===== config.mk =====
export PLATFORM = sky130hd
export DESIGN_NAME = led_bank_ctrl
export DESIGN_NICKNAME = d
export VERILOG_FILES = /design/src/rtl/led_bank_ctrl.sv
export SDC_FILE = /design/constraint.sdc
export NUM_CORES = 1
export LEC_CHECK = 0
export ABC_AREA = 1
export CAP_MARGIN = 10
export CORE_MARGIN = 1.5
export CORE_UTILIZATION = 45
export DETAILED_ROUTE_END_ITERATION = 12
export GPL_ROUTABILITY_DRIVEN = 0
export SLEW_MARGIN = 20
export SYNTH_ARGS = -nofsm -noshare
export SYNTH_HDL_FRONTEND = slang
export SYNTH_HIERARCHICAL = 1
export SYNTH_SLANG_ARGS = --single-unit

===== constraint.sdc =====
create_clock -name clk -period 1.78 [get_ports clk]
set_input_delay 0.356 -clock clk [delete_from_list [all_inputs] [get_ports clk]]
set_output_delay 0.356 -clock clk [all_outputs]
set_load 0.02 [all_outputs]

===== src/rtl/led_bank_ctrl.sv =====
// led_bank_ctrl: LED-bank driver.
//   On a one-cycle load strobe it captures a value and a display mode, then
//   drives N_LEDS outputs as a direct pattern, a bar graph, a blinking
//   pattern or a rotating pattern. A global PWM brightness gates all outputs.
// Ports:
//   clk        system clock, rising edge
//   rst        asynchronous reset, active-high
//   load       1-cycle strobe, captures value and mode
//   value      pattern (direct/blink/rotate) or lit count (bar)
//   mode       0 DIRECT, 1 BAR, 2 BLINK, 3 ROTATE
//   brightness global duty, 0 = off, all-ones = fully on
//   leds       registered LED drive, 1 = lit

package led_bank_pkg;
  typedef enum logic [1:0] {
    MODE_DIRECT = 2'd0,
    MODE_BAR    = 2'd1,
    MODE_BLINK  = 2'd2,
    MODE_ROTATE = 2'd3
  } mode_e;
endpackage

// led_bank_lane: pattern select and output flop for one LED.
//   mode      latched display mode
//   shadow    latched value (whole vector, needed for the bar compare)
//   rot_bit   this lane's bit of the rotate register
//   blink_ph  blink phase, 1 = on
//   pwm_en    PWM gate for the current cycle
//   led       registered drive for this LED
module led_bank_lane
  import led_bank_pkg::*;
#(
  parameter int N_LEDS = 8,
  parameter int IDX    = 0
) (
  input  logic              clk,
  input  logic              rst,
  input  mode_e             mode,
  input  logic [N_LEDS-1:0] shadow,
  input  logic              rot_bit,
  input  logic              blink_ph,
  input  logic              pwm_en,
  output logic              led
);
  // Lane index at shadow width; IDX <= N_LEDS-1 always fits.
  localparam logic [N_LEDS-1:0] IDX_V = N_LEDS'(IDX);

  logic pat;
  logic led_d, led_q;

  always_comb begin
    pat = 1'b0;
    case (mode)
      MODE_DIRECT: pat = shadow[IDX];
      // Bar: lanes below the count are lit; counts >= N_LEDS light all.
      MODE_BAR:    pat = (IDX_V < shadow);
      MODE_BLINK:  pat = shadow[IDX] & blink_ph;
      MODE_ROTATE: pat = rot_bit;
      default:     pat = 1'b0;
    endcase
    led_d = pat & pwm_en;
  end

  always_ff @(posedge clk or posedge rst) begin
    if (rst) led_q <= 1'b0;
    else     led_q <= led_d;
  end

  assign led = led_q;
endmodule

module led_bank_ctrl
  import led_bank_pkg::*;
#(
  parameter int N_LEDS    = 8,
  parameter int PWM_BITS  = 4,
  parameter int BLINK_DIV = 25_000_000
) (
  input  logic                clk,
  input  logic                rst,
  input  logic                load,
  input  logic [N_LEDS-1:0]   value,
  input  logic [1:0]          mode,
  input  logic [PWM_BITS-1:0] brightness,
  output logic [N_LEDS-1:0]   leds
);
  localparam int DIV_W = (BLINK_DIV > 1) ? $clog2(BLINK_DIV) : 1;
  localparam logic [DIV_W-1:0]    DIV_MAX = DIV_W'(BLINK_DIV - 1);
  localparam logic [PWM_BITS-1:0] PWM_MAX = '1;

  logic [N_LEDS-1:0]   shadow_d, shadow_q;
  mode_e               mode_d, mode_q;
  logic [N_LEDS-1:0]   rot_d, rot_q;
  logic [DIV_W-1:0]    div_cnt_d, div_cnt_q;
  logic                blink_ph_d, blink_ph_q;
  logic [PWM_BITS-1:0] pwm_cnt_d, pwm_cnt_q;
  logic [PWM_BITS-1:0] bright_d, bright_q;
  logic                tick;
  logic                pwm_en;

  // With BLINK_DIV=1 the counter is pinned at 0, so this fires every cycle.
  assign tick = (div_cnt_q == DIV_MAX);

  always_comb begin
    shadow_d   = shadow_q;
    mode_d     = mode_q;
    rot_d      = rot_q;
    div_cnt_d  = tick ? '0 : div_cnt_q + 1'b1;
    blink_ph_d = tick ? ~blink_ph_q : blink_ph_q;
    if (tick) rot_d = {rot_q[N_LEDS-2:0], rot_q[N_LEDS-1]};

    // Load overrides a coincident tick: restart divider and phase, no step.
    if (load) begin
      shadow_d   = value;
      mode_d     = mode_e'(mode);
      rot_d      = value;
      div_cnt_d  = '0;
      blink_ph_d = 1'b1;
    end

    pwm_cnt_d = pwm_cnt_q + 1'b1;
    // Brightness is only sampled at the PWM period boundary so a change
    // never produces a truncated or stretched pulse.
    bright_d  = (pwm_cnt_q == PWM_MAX) ? brightness : bright_q;

    // All-ones must be 100% duty, which the plain compare cannot reach.
    pwm_en = (bright_q == PWM_MAX) | (pwm_cnt_q < bright_q);
  end

  always_ff @(posedge clk or posedge rst) begin
    if (rst) begin
      shadow_q   <= '0;
      mode_q     <= MODE_DIRECT;
      rot_q      <= '0;
      div_cnt_q  <= '0;
      blink_ph_q <= 1'b1;
      pwm_cnt_q  <= '0;
      bright_q   <= '0;
    end else begin
      shadow_q   <= shadow_d;
      mode_q     <= mode_d;
      rot_q      <= rot_d;
      div_cnt_q  <= div_cnt_d;
      blink_ph_q <= blink_ph_d;
      pwm_cnt_q  <= pwm_cnt_d;
      bright_q   <= bright_d;
    end
  end

  // One lane per LED; each lane holds its own output flop.
  for (genvar i = 0; i < N_LEDS; i++) begin : g_lane
    led_bank_lane #(
      .N_LEDS (N_LEDS),
      .IDX    (i)
    ) u_lane (
      .clk      (clk),
      .rst      (rst),
      .mode     (mode_q),
      .shadow   (shadow_q),
      .rot_bit  (rot_q[i]),
      .blink_ph (blink_ph_q),
      .pwm_en   (pwm_en),
      .led      (leds[i])
    );
  end
endmodule


==> impl_results.md, run 1 <==
* Most frequent cells in the layout: nand2_1, nor2_1, dfrtp_1, inv_1, clkdlybuf4s50_1
* Register-to-Register Path Depth at 7
* CP required at 1.42 ns
* # DRC at 0
* Max Freq at 620 MHz
* Maximum vdd ir drop at 0.368 mV
* Synth warnings at 6
* Commonest non-fill, non-tap cell in the layout: nand2_1
* Die ar. at 0.00779 mm^2
* Overflow after GRT at 0
* CP bufs+invs at 1
* Share of post-route cells with drive strength above 1 at 8.75%
* Sink Count at 60
* Final setup viols at 0
* Slew margin rel. at 63.0%
* Cell count after synthesis at 459
* Status: completed
* Die height at 88.3 um
* Largest net degree at the start of global routing at 53
* Vias post-DR at 2,858
* Die Wd at 88.3 um
* FF-to-FF Start: div_cnt_q[1]
* Root buf cell: clkbuf_8
* Family with the most delay on the worst path: buffers and inverters
* Core area at 0.00691 mm^2
* Number of routed nets with antenna violations at 0
* CP Depth at 1
* Drt wl/cell at 12.1 um
* Setup crit end kind: output port
* Clock Skews at between 0.008 and 0.009 ns
* Synth Area per Inst at between 7 and 8 um^2
* Hold Path Class: input port to asynchronous set/reset pin
* Rows at 30
* FF+latch count, synth at 60
* Worst-Margin Slew at about 0.55 ns
* Total GRT Usage at approximately a fifth
* Crit path from: g_lane[6].u_lane/led
* First-pass DRT Iterations at 4
* Netlist area before placement at 0.00327 mm^2
* CTS Buf Count at 9
* Clock Path Buffers at 2
* Vias in the first global route at roughly 2,800
* Setup Fix Bufs, Post-CTS at 0
* Critical Setup Path Class: flop to output port
* Setup WS post-layout at 0.168 ns
* P&R area growth vs syn at 19.5%
* R2r setup slk at 0.21 ns
* Max FO, Critical Path at 1
* RSZ-0062 raised after global routing: no
* CP cell instances: clkdlybuf4s50_1
* Pre-CTS setup slack at 0.0845 ns
* Synth unique cells at 30
* PortBufs at 24
* Ant diodes at 0
* Crit-path max cell delay at 0.59 ns
* Net Count, Synth at 481
* IO Pins at 25
* Clk slew on worst S/H paths at 0.07 ns
* Max Cap Viol at 0
* Fin nets at 520
* Cts repair resizes at 0
* CTS H-Tree Depth at 3
* Final Hold Fails at 0
* Fin crit period at 1.61 ns
* Crit path DAT at 1.26 ns
* Final Cycle Share at about nine tenths
* Final Max Slew Viols at 0
* Post-CTS Hold Buffers at 0
* First-pass GRT wire length at 12,500 um
* Sum Neg Setup Slack at 0 ns
* Register area share after synthesis at 45.9%
* Drt via density at 4.77
* Hold slack final at roughly 0.36 ns
* Slowest cell on crit path: clkdlybuf4s50_1
* Pwr dens at 853 mW/mm^2
* Leakage at 1.92 nW
* Starting density of the core at 47.4%
* CTS tree: yes
* Drt initial violations at 138
* Wirelength, routed at 7240 um
* Final core utilization at a little under three fifths
* Critical Path Source Type: flop
* Worst skew pair latency at 0.34 ns
* Hpwl dp at roughly 5100 um
* Initial antenna violation count at 0
* Final Power at 3.33 mW
## per-layer routing
metal	GRT usage, %	vias to the layer above	part of all wire (%)
li1	-	1479	-
met1	24.9	1298	45
met2	37.1	69	50
met3	3.54	12	3.6
met4	9.66	0	1.6
met5	0	-	0
## path summary, 6_finish.rpt
check	end
worst max-delay path	leds[6]
worst min-delay path	g_lane[2].u_lane/led
worst max register to register	div_cnt_q[13]
worst min register to register	pwm_cnt_q[0]
max in group asynchronous	blink_ph_q
min in group clk	pwm_cnt_q[0]
## cells in the mapped netlist (all sizes together)
cell	instances	area, um^2
dfstp	1	26.3
o22ai	1	6.26
xnor2	7	61.3
mux2	1	11.3
clkbuf	2	7.51
o21ai	10	50.0
buf	5	32.5
nand4	1	6.26
nand2	166	628
dfrtp	59	1480
o211ai	1	12.5
ha	5	62.6
nor3	2	10.0
inv	57	214
nor2	92	360
a21oi	17	104
nor3b	1	7.51
xor2	7	61.3
nand3b	1	7.51
nand3	23	125
## area by class of cell
type                    instances  area, um^2
repair buffers                 35         335
fillers                       698        3000
flip-flops and latches         60        1500
clock inverters                 6        88.8
well taps                      96         120
clock buffers                  10         128
multi-input cells             335        1520
inverters                      57         214
## kinds of logic after synthesis
kind of cell | Yosys count | synth area share, %
AOI/OAI and AO/OA | 29 | 5.28
xor gates and xnor gates | 14 | 3.75
adders and majority gates | 5 | 1.91
buffers and inverters | 64 | 7.77
DFF | 60 | 45.9
muxes | 1 | 0.344
and+or+nand+nor | 286 | 35.0
## state kept, by name, indices dropped and copies added, names as in the netlist
name               cells
bright_q               4
pwm_cnt_q              4
blink_ph_q             1
mode_q                 2
g_lane.u_lane/led      8
shadow_q               8
rot_q                  8
div_cnt_q             25
## metrics by stage
step                      area, um^2  std cells
final                           3910        599
after global routing            3910        599
after CTS                       3900        599
after detailed placement        3690        583
after global placement          3690        583
after floorplan                 3270        459
## where the power goes
group	switching, mW	internal [mW]
Clock	0.561	0.788
Sequential	0.0930	1.45
Combinational	0.246	0.199
Total	0.900	2.43
(Power assumes the default switching activity.)
==> run 2, diff against run 1 <==
Settings changed: DONT_BUFFER_PORTS from default to 1.
==> run 2 against run 1 <==
Final cell count fell by 4.5%. Register-to-register slack got worse by 0.06 ns. Sequential share of layout area rose by 2.3 points. First-iteration DRC count rose by 49%. Non-clock buffer count fell by 27. Global-route usage rose by 0.18 points. Critical endpoint is now rot_q[4]. Utilization fell by 3.2 points. Wire length rose by 1.7%. Via count fell by 2.3%. Die area did not move. Cell area fell by 5.6%. Setup slack got worse by 0.021 ns.
==> impl_results.md, run 2 (same netlist as run 1, synthesis figures left out) <==
* Pwr dens at 936 mW/mm^2 (was 853 mW/mm^2)
* Clock Path Buffers at 2 (unchanged)
* Cell Area, Placed at 0.00342 mm^2 (was 0.00369 mm^2)
* Slew margin rel. at 75.2% (was 63.0%)
* Crit-path max cell delay at 0.43 ns (was 0.59 ns)
* Hpwl dp at 5080 um (was 5130 um)
* Max Cap Viol at 0 (unchanged)
* Die ar. at 0.00779 mm^2 (unchanged)
* Critical Path Source Type: flop (unchanged)
* CP required at 2.06 ns (was 1.42 ns)
* # DRC at 0 (unchanged)
* Max FO, Critical Path at 18 (was 1)
* Most frequent cells in the layout: nand2_1, nor2_1, dfrtp_1, inv_1, nand3_1 (was nand2_1, nor2_1, dfrtp_1, inv_1, clkdlybuf4s50_1)
* Setup crit end kind: flop (was output port)
* Worst skew pair latency at 0.34 ns (about the same)
* Fin nets at 493 (was 520)
* Overflow after GRT at 0 (unchanged)
* Drt initial violations at 206 (was 138)
* IO Pins at 25 (unchanged)
* FF-to-FF Start: div_cnt_q[0] (was div_cnt_q[1])
* RSZ-0062 raised after global routing: no (unchanged)
* Pre-CTS setup slack at 0.0586 ns (was 0.0845 ns)
* Most frequent CP cell: nand2_1
* Core area at 0.00691 mm^2 (unchanged)
* Final std cells w/o fill at 572 (was 599)
* Commonest non-fill, non-tap cell in the layout: nand2_1 (unchanged)
* Drt via density at 4.88 (was 4.77)
* First-pass DRT Iterations at 4 (unchanged)
* Fin crit period at 1.63 ns (was 1.61 ns)
* Initial antenna violation count at 0 (unchanged)
* Largest net degree at the start of global routing at 49 (was 53)
* Most flops, register: div_cnt_q (unchanged)
* Hold slack final at 0.0792 ns (was 0.357 ns)
* First-pass GRT wire length at 12,500 um (about the same)
* HP Start: load
* Clock Skews at 0.00935 ns (was 0.00849 ns)
* Final Cycle Share at 91.8% (was 90.6%)
* Critical Setup Path Class: flop to flop (was flop to output port)
* Sink Count at 60 (unchanged)
* CTS Buf Count at 9 (unchanged)
* Starting density of the core at 47.4% (unchanged)
* Share of post-route cells with drive strength above 1 at 8.61% (was 8.75%)
* CTS H-Tree Depth at 3 (unchanged)
* Wirelength, routed at 7360 um (was 7240 um)
* Rows at 30 (unchanged)
* Number of routed nets with antenna violations at 0 (unchanged)
* Status: completed (unchanged)
* CTS tree: yes (unchanged)
* Root buf cell: clkbuf_8 (unchanged)
* Hold Path Class: input port to flop (was input port to asynchronous set/reset pin)
* Vias post-DR at 2,791 (was 2,858)
* Hold EP: div_cnt_q[8]
* Leakage at 1.84 nW (was 1.92 nW)
* Register-to-Register Path Depth at 8 (was 7)
* Critical R2R Capture: rot_q[4] (was div_cnt_q[13])
* Max reg flops at 25 (unchanged)
* Final Power at 3.45 mW (was 3.33 mW)
* Maximum vdd ir drop at 0.516 mV (was 0.368 mV)
* Vias in the first global route at 2,673 (was 2,759)
* Slowest cell on crit path: dfrtp_1 (was clkdlybuf4s50_1)
* Final setup viols at 0 (unchanged)
* Drt wl/cell at 12.9 um (was 12.1 um)
* Final core utilization at 53.4% (was 56.6%)
* PortBufs at 0 (was 24)
* Sum Neg Setup Slack at 0 ns (unchanged)
* Hold depth at 1
* Setup WS post-layout at 0.147 ns (was 0.168 ns)
* Dpl cells at 555 (was 583)
* Max Freq at 612 MHz (was 620 MHz)
* P&R area growth vs syn at 12.8% (was 19.5%)
* R2r setup slk at 0.15 ns (was 0.21 ns)
* Clk slew on worst S/H paths at 0.07 ns (about the same)
* Worst-Margin Slew at 0.372 ns (was 0.554 ns)
* Ant diodes at 0 (unchanged)
* Crit path DAT at 1.91 ns (was 1.26 ns)
* Final Hold Fails at 0 (unchanged)
* Final Max Slew Viols at 0 (unchanged)
* Cell area after layout at 0.00369 mm^2 (was 0.00391 mm^2)
* Die Wd at 88.3 um (unchanged)
* CP cell instances: ha_1 > nand2_2 > nor2_4 > nand3_2 > o21ai_2 > buf_6 > nand2_1 > nand2_1 (was clkdlybuf4s50_1)
* Total GRT Usage at 21.1% (was 21.0%)
* Die height at 88.3 um (unchanged)
## run 2: cell count changes in the layout (fill, tap and decap cells not counted), moves of 2 or more
cell | before | now
clkbuf_8 | 9 | 11
clkinvlp_4 | 2 | 0
clkdlybuf4s50_1 | 24 | 0
buf_4 | 10 | 5
## run 2: cell type report
cell class,count,area [um^2]
clock buffers,12,155
clock inverters,4,95.1
fillers,716,3220
inverters,57,214
multi-input cells,335,1520
flip-flops and latches,60,1500
well taps,96,120
repair buffers,8,78.8
## run 2: worst max-delay path: cells and delay by family (launching register included)
family | cells | cell delay [ns]
simple gates | 5 | 0.53
buf+inv | 1 | 0.20
compound gates | 1 | 0.19
fa+ha+maj | 1 | 0.21
flops | 1 | 0.43
## run 2: worst max-delay path by stage
| stage | from | slack [ns] | endpoint | cells after the start |
|---|---|---|---|---|
| 4_1_cts | div_cnt_q[0] | 0.07 | div_cnt_q[21] | 8 |
| 5_1_grt | div_cnt_q[0] | 0.04 | rot_q[5] | 8 |
| 6_report | div_cnt_q[0] | 0.15 | rot_q[4] | 8 |
| 2_1_floorplan | rst | 0.17 | bright_q[0] | 1 |
| 3_3_place_gp | div_cnt_q[0] | 0.15 | div_cnt_q[24] | 8 |
| 3_5_place_dp | div_cnt_q[0] | 0.06 | div_cnt_q[19] | 8 |
## run 2: what timing repair did
action                                  CTS  global route
endpoints found under the hold margin    12             0
hold buffers                              1             0
endpoints found under the setup margin    0            23
buffers inserted                          0             0
resized for setup                         0             3
## run 2: routing by layer
layer | track usage [%] | part of all wire [%] | wire length [um]
met4 | 10.8 | 3.0 | 219
met2 | 34.8 | 48 | 3510
met5 | 0 | 0 | 0
met1 | 26.7 | 46 | 3410
met3 | 3.73 | 3.0 | 224
## run 2: power breakdown
group / switching (mW) / internal, mW
combinational: 0.187 / 0.117
sequential: 0.134 / 1.45
clock: 0.560 / 1.01
==> run 3, diff against run 2 <==
Settings changed: SLEW_MARGIN 20 to default.
==> results of run 3 <==
The final DEF is identical to that of run 2; final timing and power are the same.
